**config.mk**
```make
export PLATFORM = sky130hd
export DESIGN_NAME = countdown_timer
export DESIGN_NICKNAME = d
export VERILOG_FILES = /design/src/rtl/countdown_timer.sv
export SDC_FILE = /design/constraint.sdc
export NUM_CORES = 1
export LEC_CHECK = 0
export CORE_MARGIN = 4
export CORE_UTILIZATION = 38
export DETAILED_ROUTE_END_ITERATION = 7
export PLACE_DENSITY = 0.62
export SETUP_SLACK_MARGIN = 0.3
export SKIP_CTS_REPAIR_TIMING = 1
export SYNTH_ARGS = -nofsm -noshare
export SYNTH_HDL_FRONTEND = slang
export SYNTH_SLANG_ARGS = --single-unit
```
**constraint.sdc**
```tcl
create_clock -name clk -period 1.9 [get_ports clk]
set_input_delay 0.38 -clock clk [delete_from_list [all_inputs] [get_ports clk]]
set_output_delay 0.38 -clock clk [all_outputs]
set_load 0.01 [all_outputs]
```
**src/rtl/countdown_timer.sv**
```systemverilog
// countdown_timer
//   Loadable down-counter with a valid/ready load interface. A load of period P
//   counts P en-ticks to zero. Expiry produces a one-cycle done pulse. In
//   auto-reload mode the period restarts immediately, with no gap cycle. In
//   one-shot mode the timer parks in DONE with cnt=0 until it is loaded again.
//   A zero-length load goes straight to DONE and pulses done.
//
// Ports
//   clk         rising-edge clock
//   rst         synchronous active-high reset
//   load_valid  load request, qualified by load_ready
//   load_ready  high in IDLE or DONE (a load is accepted this cycle)
//   load_val    period to count down from
//   reload      sampled with the load: 1=auto-reload, 0=one-shot
//   en          count tick
//   abort       cancel a running count (ignored when not running)
//   cnt         remaining count (registered)
//   busy        state is RUN
//   done        one-cycle pulse after expiry or a zero-length load
//   expired     state is DONE
//   periods     completed periods since the last load (wraps)
module countdown_timer #(
  parameter int width      = 8,
  parameter int pcnt_width = 4
) (
  input  logic                  clk,
  input  logic                  rst,
  input  logic                  load_valid,
  output logic                  load_ready,
  input  logic [width-1:0]      load_val,
  input  logic                  reload,
  input  logic                  en,
  input  logic                  abort,
  output logic [width-1:0]      cnt,
  output logic                  busy,
  output logic                  done,
  output logic                  expired,
  output logic [pcnt_width-1:0] periods
);

  localparam logic [1:0] st_idle = 2'd0;
  localparam logic [1:0] st_run  = 2'd1;
  localparam logic [1:0] st_done = 2'd2;

  logic [1:0]            state_reg,   state_next;
  logic [width-1:0]      cnt_reg,     cnt_next;
  logic [width-1:0]      period_reg,  period_next;
  logic                  mode_reg,    mode_next;
  logic                  done_reg,    done_next;
  logic [pcnt_width-1:0] periods_reg, periods_next;

  assign busy       = (state_reg == st_run);
  assign expired    = (state_reg == st_done);
  assign load_ready = (state_reg == st_idle) || (state_reg == st_done);
  assign cnt        = cnt_reg;
  assign done       = done_reg;
  assign periods    = periods_reg;

  always_comb begin
    state_next   = state_reg;
    cnt_next     = cnt_reg;
    period_next  = period_reg;
    mode_next    = mode_reg;
    done_next    = 1'b0;
    periods_next = periods_reg;

    case (state_reg)
      st_idle, st_done: begin
        if (load_valid) begin
          cnt_next     = load_val;
          period_next  = load_val;
          mode_next    = reload;
          periods_next = '0;
          if (load_val == '0) begin
            state_next = st_done;
            done_next  = 1'b1;
          end else begin
            state_next = st_run;
          end
        end
      end
      st_run: begin
        // abort takes priority over an expiry in the same cycle
        if (abort) begin
          state_next = st_idle;
          cnt_next   = '0;
        end else if (en) begin
          // RUN is only ever entered with a non-zero count, so anything that
          // is not above 1 is the expiry tick; 0 is never decremented.
          if (cnt_reg > width'(1)) begin
            cnt_next = cnt_reg - width'(1);
          end else begin
            done_next    = 1'b1;
            periods_next = periods_reg + pcnt_width'(1);
            if (mode_reg) begin
              cnt_next = period_reg;
            end else begin
              cnt_next   = '0;
              state_next = st_done;
            end
          end
        end
      end
      default: begin
        state_next = st_idle;
        cnt_next   = '0;
      end
    endcase
  end

  always_ff @(posedge clk) begin
    if (rst) begin
      state_reg   <= st_idle;
      cnt_reg     <= '0;
      period_reg  <= '0;
      mode_reg    <= 1'b0;
      done_reg    <= 1'b0;
      periods_reg <= '0;
    end else begin
      state_reg   <= state_next;
      cnt_reg     <= cnt_next;
      period_reg  <= period_next;
      mode_reg    <= mode_next;
      done_reg    <= done_next;
      periods_reg <= periods_next;
    end
  end

endmodule
```
## After elaboration in Yosys (flattened, before gate mapping)

Index checks and enable logic that the tools add are counted.

- Flip-flop bits (word level): 24
- Input port bits: 14
- Output and inout port bits: 16
- Logic and storage cells: 51

- Add/sub/neg operators: 2
- Order comparisons: 1
- Eq/ne operators: 9
- Muxes and demuxes: 24
- Reduce and logical (&&, ||, !) cells: 9

Operator list:

| kind | count |
|---|---|
| $mux 8 | 5 |
| $mux 4 | 4 |
| $pmux 8 s2 | 1 |
| $mux 2 | 6 |
| $ne 3x3->1 const B | 3 |
| $gt 8x1->1 const B | 1 |
| $logic_not 8->1 | 1 |
| $ne 2x2->1 const B | 4 |
| $pmux 4 s2 | 1 |
| $sub 8x1->8 const B | 1 |
| $mux 1 | 5 |
| $reduce_and 5->1 | 1 |
| $add 4x1->4 const B | 1 |
| $pmux 2 s2 | 1 |
| $reduce_and 2->1 | 2 |
| $reduce_and 4->1 | 1 |
| $eq 2x1->1 const B | 1 |
| $eq 2x2->1 const B | 1 |
| $logic_not 2->1 | 1 |
| $pmux 1 s2 | 1 |
| $reduce_bool 2->1 | 1 |
| $reduce_or 2->1 | 1 |
| $logic_or 1x1->1 | 1 |

## Logic depth before layout (Yosys ltp)

- Depth in word-level cells: 5
- Depth in mapped cells: 8
- Depth with buffers taken out: 7

## Worst setup path after synthesis

OpenSTA, ideal clock, no wires.

- Kind: register to register
- Start point: register cnt_reg[4], in the netlist cnt[4]
- End point: register cnt_reg[2], in the netlist cnt[2]
- Library setup time: 117 ps
- Arrival time: 1900 ps
- Path slack: -117 ps
- Stages on the path, launching flop included: 7
- Path buffers: 2
- Period minus slack after synthesis: 2017 ps
- Cell sequence: dfxtp_1 -> buf_6 -> or4_4 -> or3_1 -> buf_6 -> a221o_1 -> a22o_1

- Longest elaborated chain between the ends: 5

Ends and longest elaborated chain:

| what | RTL line | RTL |
|---|---|---|
| start: declaration | 46 | `logic [width-1:0] cnt_reg, cnt_next;` |
| start signal: assignment | 121 | `cnt_reg <= cnt_next;` |
| $gt 8x1->1 | 90 | `if (cnt_reg > width'(1)) begin` |
| $mux 8 | 90 |  |
| $mux 8 | 87 | `end else if (en) begin` |
| $mux 8 | 84 | `if (abort) begin` |
| $pmux 8 s2 | 67 | `case (state_reg)` |

No other way between the ends. The select of a mux whose other input is x is not followed.
A chain may end at the register's enable or synchronous reset.

## Final worst setup path

- Start point: register cnt_reg[7], in the netlist cnt[7]
- End point: register cnt_reg[4], in the netlist cnt[4]

Same word-level chain as after synthesis.

==> results.sh <==
export IMPL_switching_power_mw=0.445
export IMPL_outcome="finished, violations left"
export IMPL_finalNetCount=235
export IMPL_syn_to_final_growth_pct=50.7
export IMPL_ys_seq_area_share_pct=35.8
export IMPL_die_height_um=67.4
export IMPL_critPathKind="reg2reg"
export IMPL_period_needed_ns=1.94
export IMPL_synth_area_um2=1340
export IMPL_hold_viol_final=0
export IMPL_netlist_instances=161
export IMPL_drv_cap=0
export IMPL_wire_per_inst_um=14.5
export IMPL_vias=1431
export IMPL_hold_path_class="reg2reg"
export IMPL_start_util_pct=39.9
export IMPL_grt_pass1_vias=1375
export IMPL_cts_tree="done"
export IMPL_placed_area_um2=1820
export IMPL_p_clk_share_pct=20.5
export IMPL_ir_worst_vdd_uv=277
export IMPL_yosysWarningCount=0
export IMPL_ys_flop_type="dfxtp_1"
export IMPL_track_usage_pct=18.0
export IMPL_clockRootBuffer="clkbuf_4"
export IMPL_synth_cell_types=43
export IMPL_cp_end_kind="register"
export IMPL_async_reset_ff_share_pct=0
export IMPL_synth_edf_count=0
export IMPL_p_int_mw=0.929
export IMPL_die_area_um2=4550
export IMPL_synth_area_top_cells="dfxtp_1, a21oi_1, nand2_1"
export IMPL_fin_skew_ns=0.00458
export IMPL_critical_path_peak_fanout=6
export IMPL_finalSetupTns_ns=-0.168
export IMPL_clk_latency_ns=0.33
export IMPL_antennaDiodeCount=0
export IMPL_drt_iter0_markers=93
export IMPL_wirelength_um=3810
export IMPL_layout_commonest_cell="buf_4"
export IMPL_cts_made_buffers=3
export IMPL_cp_required_ns=2.14
export IMPL_fin_crit_sh_pct=102
export IMPL_setup_viol_count_final=6
export IMPL_hold_ws_ns=0.465
export IMPL_violations="setup timing"
export IMPL_fillCellCount=325
export IMPL_netSwitchingFraction_pct=32.4
export IMPL_cp_cell_sequence="or4_4 -> buf_6 -> nor3_4 -> mux2i_1 -> a22o_1 -> a22o_2"
export IMPL_drive_above_1_share_pct=30.4
export IMPL_power_frac_seq_pct=40.5
export IMPL_core_um2=3360
export IMPL_cp_slowest_stage_delay_ns=0.54
export IMPL_tightest_slew_ns=0.415
export IMPL_p_leak_nw=1.06
export IMPL_clkTransAtPathRegs_ns=0.14
export IMPL_max_freq_mhz=514
export IMPL_dr_pass1_iters=4
export IMPL_drc=0
export IMPL_yosysTopAreaCellShare_pct=35.8
export IMPL_final_cell_mix="buf_4, nand2_1, a21oi_1"
export IMPL_cts_sinks=24
export IMPL_finalMaxSlewViolations=0
export IMPL_gp_congestion=0.873
export IMPL_syn_avg_cell_area_um2=8.34
export IMPL_cp_start_kind="register"
export IMPL_placed_cells=254
export IMPL_io_pins=30
export IMPL_syn_nets=178
export IMPL_dieWidth_um=67.4
export IMPL_grt_max_degree=15
export IMPL_clockBufferDepth=2
export IMPL_slew_headroom_pct=72.2
export IMPL_comb_power_share_pct=39.0
export IMPL_grt_antenna_before_repair=0
export IMPL_yosysTopAreaCell="dfxtp_1"
export IMPL_grt_overflow=0
export IMPL_ys_ff_latch=24
export IMPL_htree_num_levels=1
export IMPL_final_cells=263
export IMPL_rsz0062_at_grt="yes"
export IMPL_cpMaxStageDelayCell="or4_4"
export IMPL_hpwl_um=2930
export IMPL_arrival_ns=2.18
export IMPL_layout_setup_ws_ns=-0.0437
export IMPL_grt_pass1_wl_um=6310
export IMPL_p_per_area_nw_per_um2=679
export IMPL_total_power_mw=1.37
export IMPL_rows=21
export IMPL_io_buffers=29
export IMPL_ant_nets=0
export IMPL_routed_via_density=5.44
export IMPL_final_area_um2=2020
-- logic make-up after synthesis --
| kind of cell | after synthesis | synth area share [%] |
|---|---|---|
| muxes | 4 | 3.17 |
| DFF | 24 | 35.8 |
| AOI/OAI and AO/OA | 47 | 22.8 |
| and+or+nand+nor | 63 | 25.2 |
| adders and majority gates | 3 | 2.80 |
| buffers and inverters | 15 | 6.99 |
| xor gates and xnor gates | 5 | 3.26 |
-- cells in the mapped netlist (2+ instances only) --
library cell	n
or4_1	2
ha_1	3
nand3_1	3
nand4_1	2
nor3_1	8
nor3_2	2
mux2i_1	2
nor2_1	8
a21boi_0	3
clkbuf_1	2
buf_6	3
dfxtp_1	24
xnor2_1	2
nand2_1	22
mux2_2	2
o32ai_1	3
a22o_1	4
a21oi_1	21
o21ai_0	5
xor2_1	3
nor4_1	3
and3_1	4
a221o_1	2
inv_1	7
nor2b_1	3
-- cell type report --
cell class / count / area (um2) / share of cell area, %
well taps: 46 / 57.6 / 2.84
multi-input cells: 122 / 830 / 41.0
flip-flops and latches: 24 / 497 / 24.6
clock buffers: 4 / 36.3 / 1.79
inverters: 7 / 30.0 / 1.48
repair buffers: 60 / 573 / 28.3
-- power by group through the flow --
stage          Sequential [mW]  Clock (mW)  Combinational, mW
2_1_floorplan            0.578           0              0.269
3_3_place_gp             0.565           0              0.470
3_5_place_dp             0.566           0              0.473
4_1_cts                  0.555       0.284              0.477
5_1_grt                  0.562       0.307              0.580
6_report                 0.557       0.281              0.536
-- worst max-delay path, delay by kind of cell (launching register included) --
family | cells | cell delay (ns)
buffers and inverters | 1 | 0.14
AO/OA/AOI/OAI | 2 | 0.39
flip-flops | 1 | 0.34
AND/OR/NAND/NOR | 2 | 0.85
multiplexers | 1 | 0.13
-- path summary, 6_finish.rpt --
| check | from | end | depth (start not counted) | slack (ns) |
|---|---|---|---|---|
| hold reg to reg | period_reg[2] | period_reg[2] | 2 | 0.46 |
| setup / recovery | cnt[7] | cnt[4] | 6 | -0.04 |
| hold / removal | period_reg[2] | period_reg[2] | 2 | 0.46 |
| setup reg to reg | cnt[7] | cnt[4] | 6 | -0.04 |
-- routing by layer --
layer  global-route usage [%]  part of all wire (%)  routed length (um)  vias to the layer above
li1                         -                     -                   -                      702
met1                     24.2                    48                1810                      680
met2                     28.8                    47                1780                       42
met3                     2.50                   4.1                 155                        7
met4                     7.09                   1.7                  65                        0
met5                        0                     0                   0                        -
-- per-stage QoR --
| stage | setup WS, ns | utilization [%] |
|---|---|---|
| after floorplan | -0.0880 | - |
| after global placement | -0.0708 | 54.2 |
| after detailed placement | -0.0806 | 54.2 |
| after CTS | -0.121 | 55.2 |
| after global routing | -0.149 | 60.2 |
| final | -0.0437 | 60.2 |
Power figures use the tool's default switching activity.
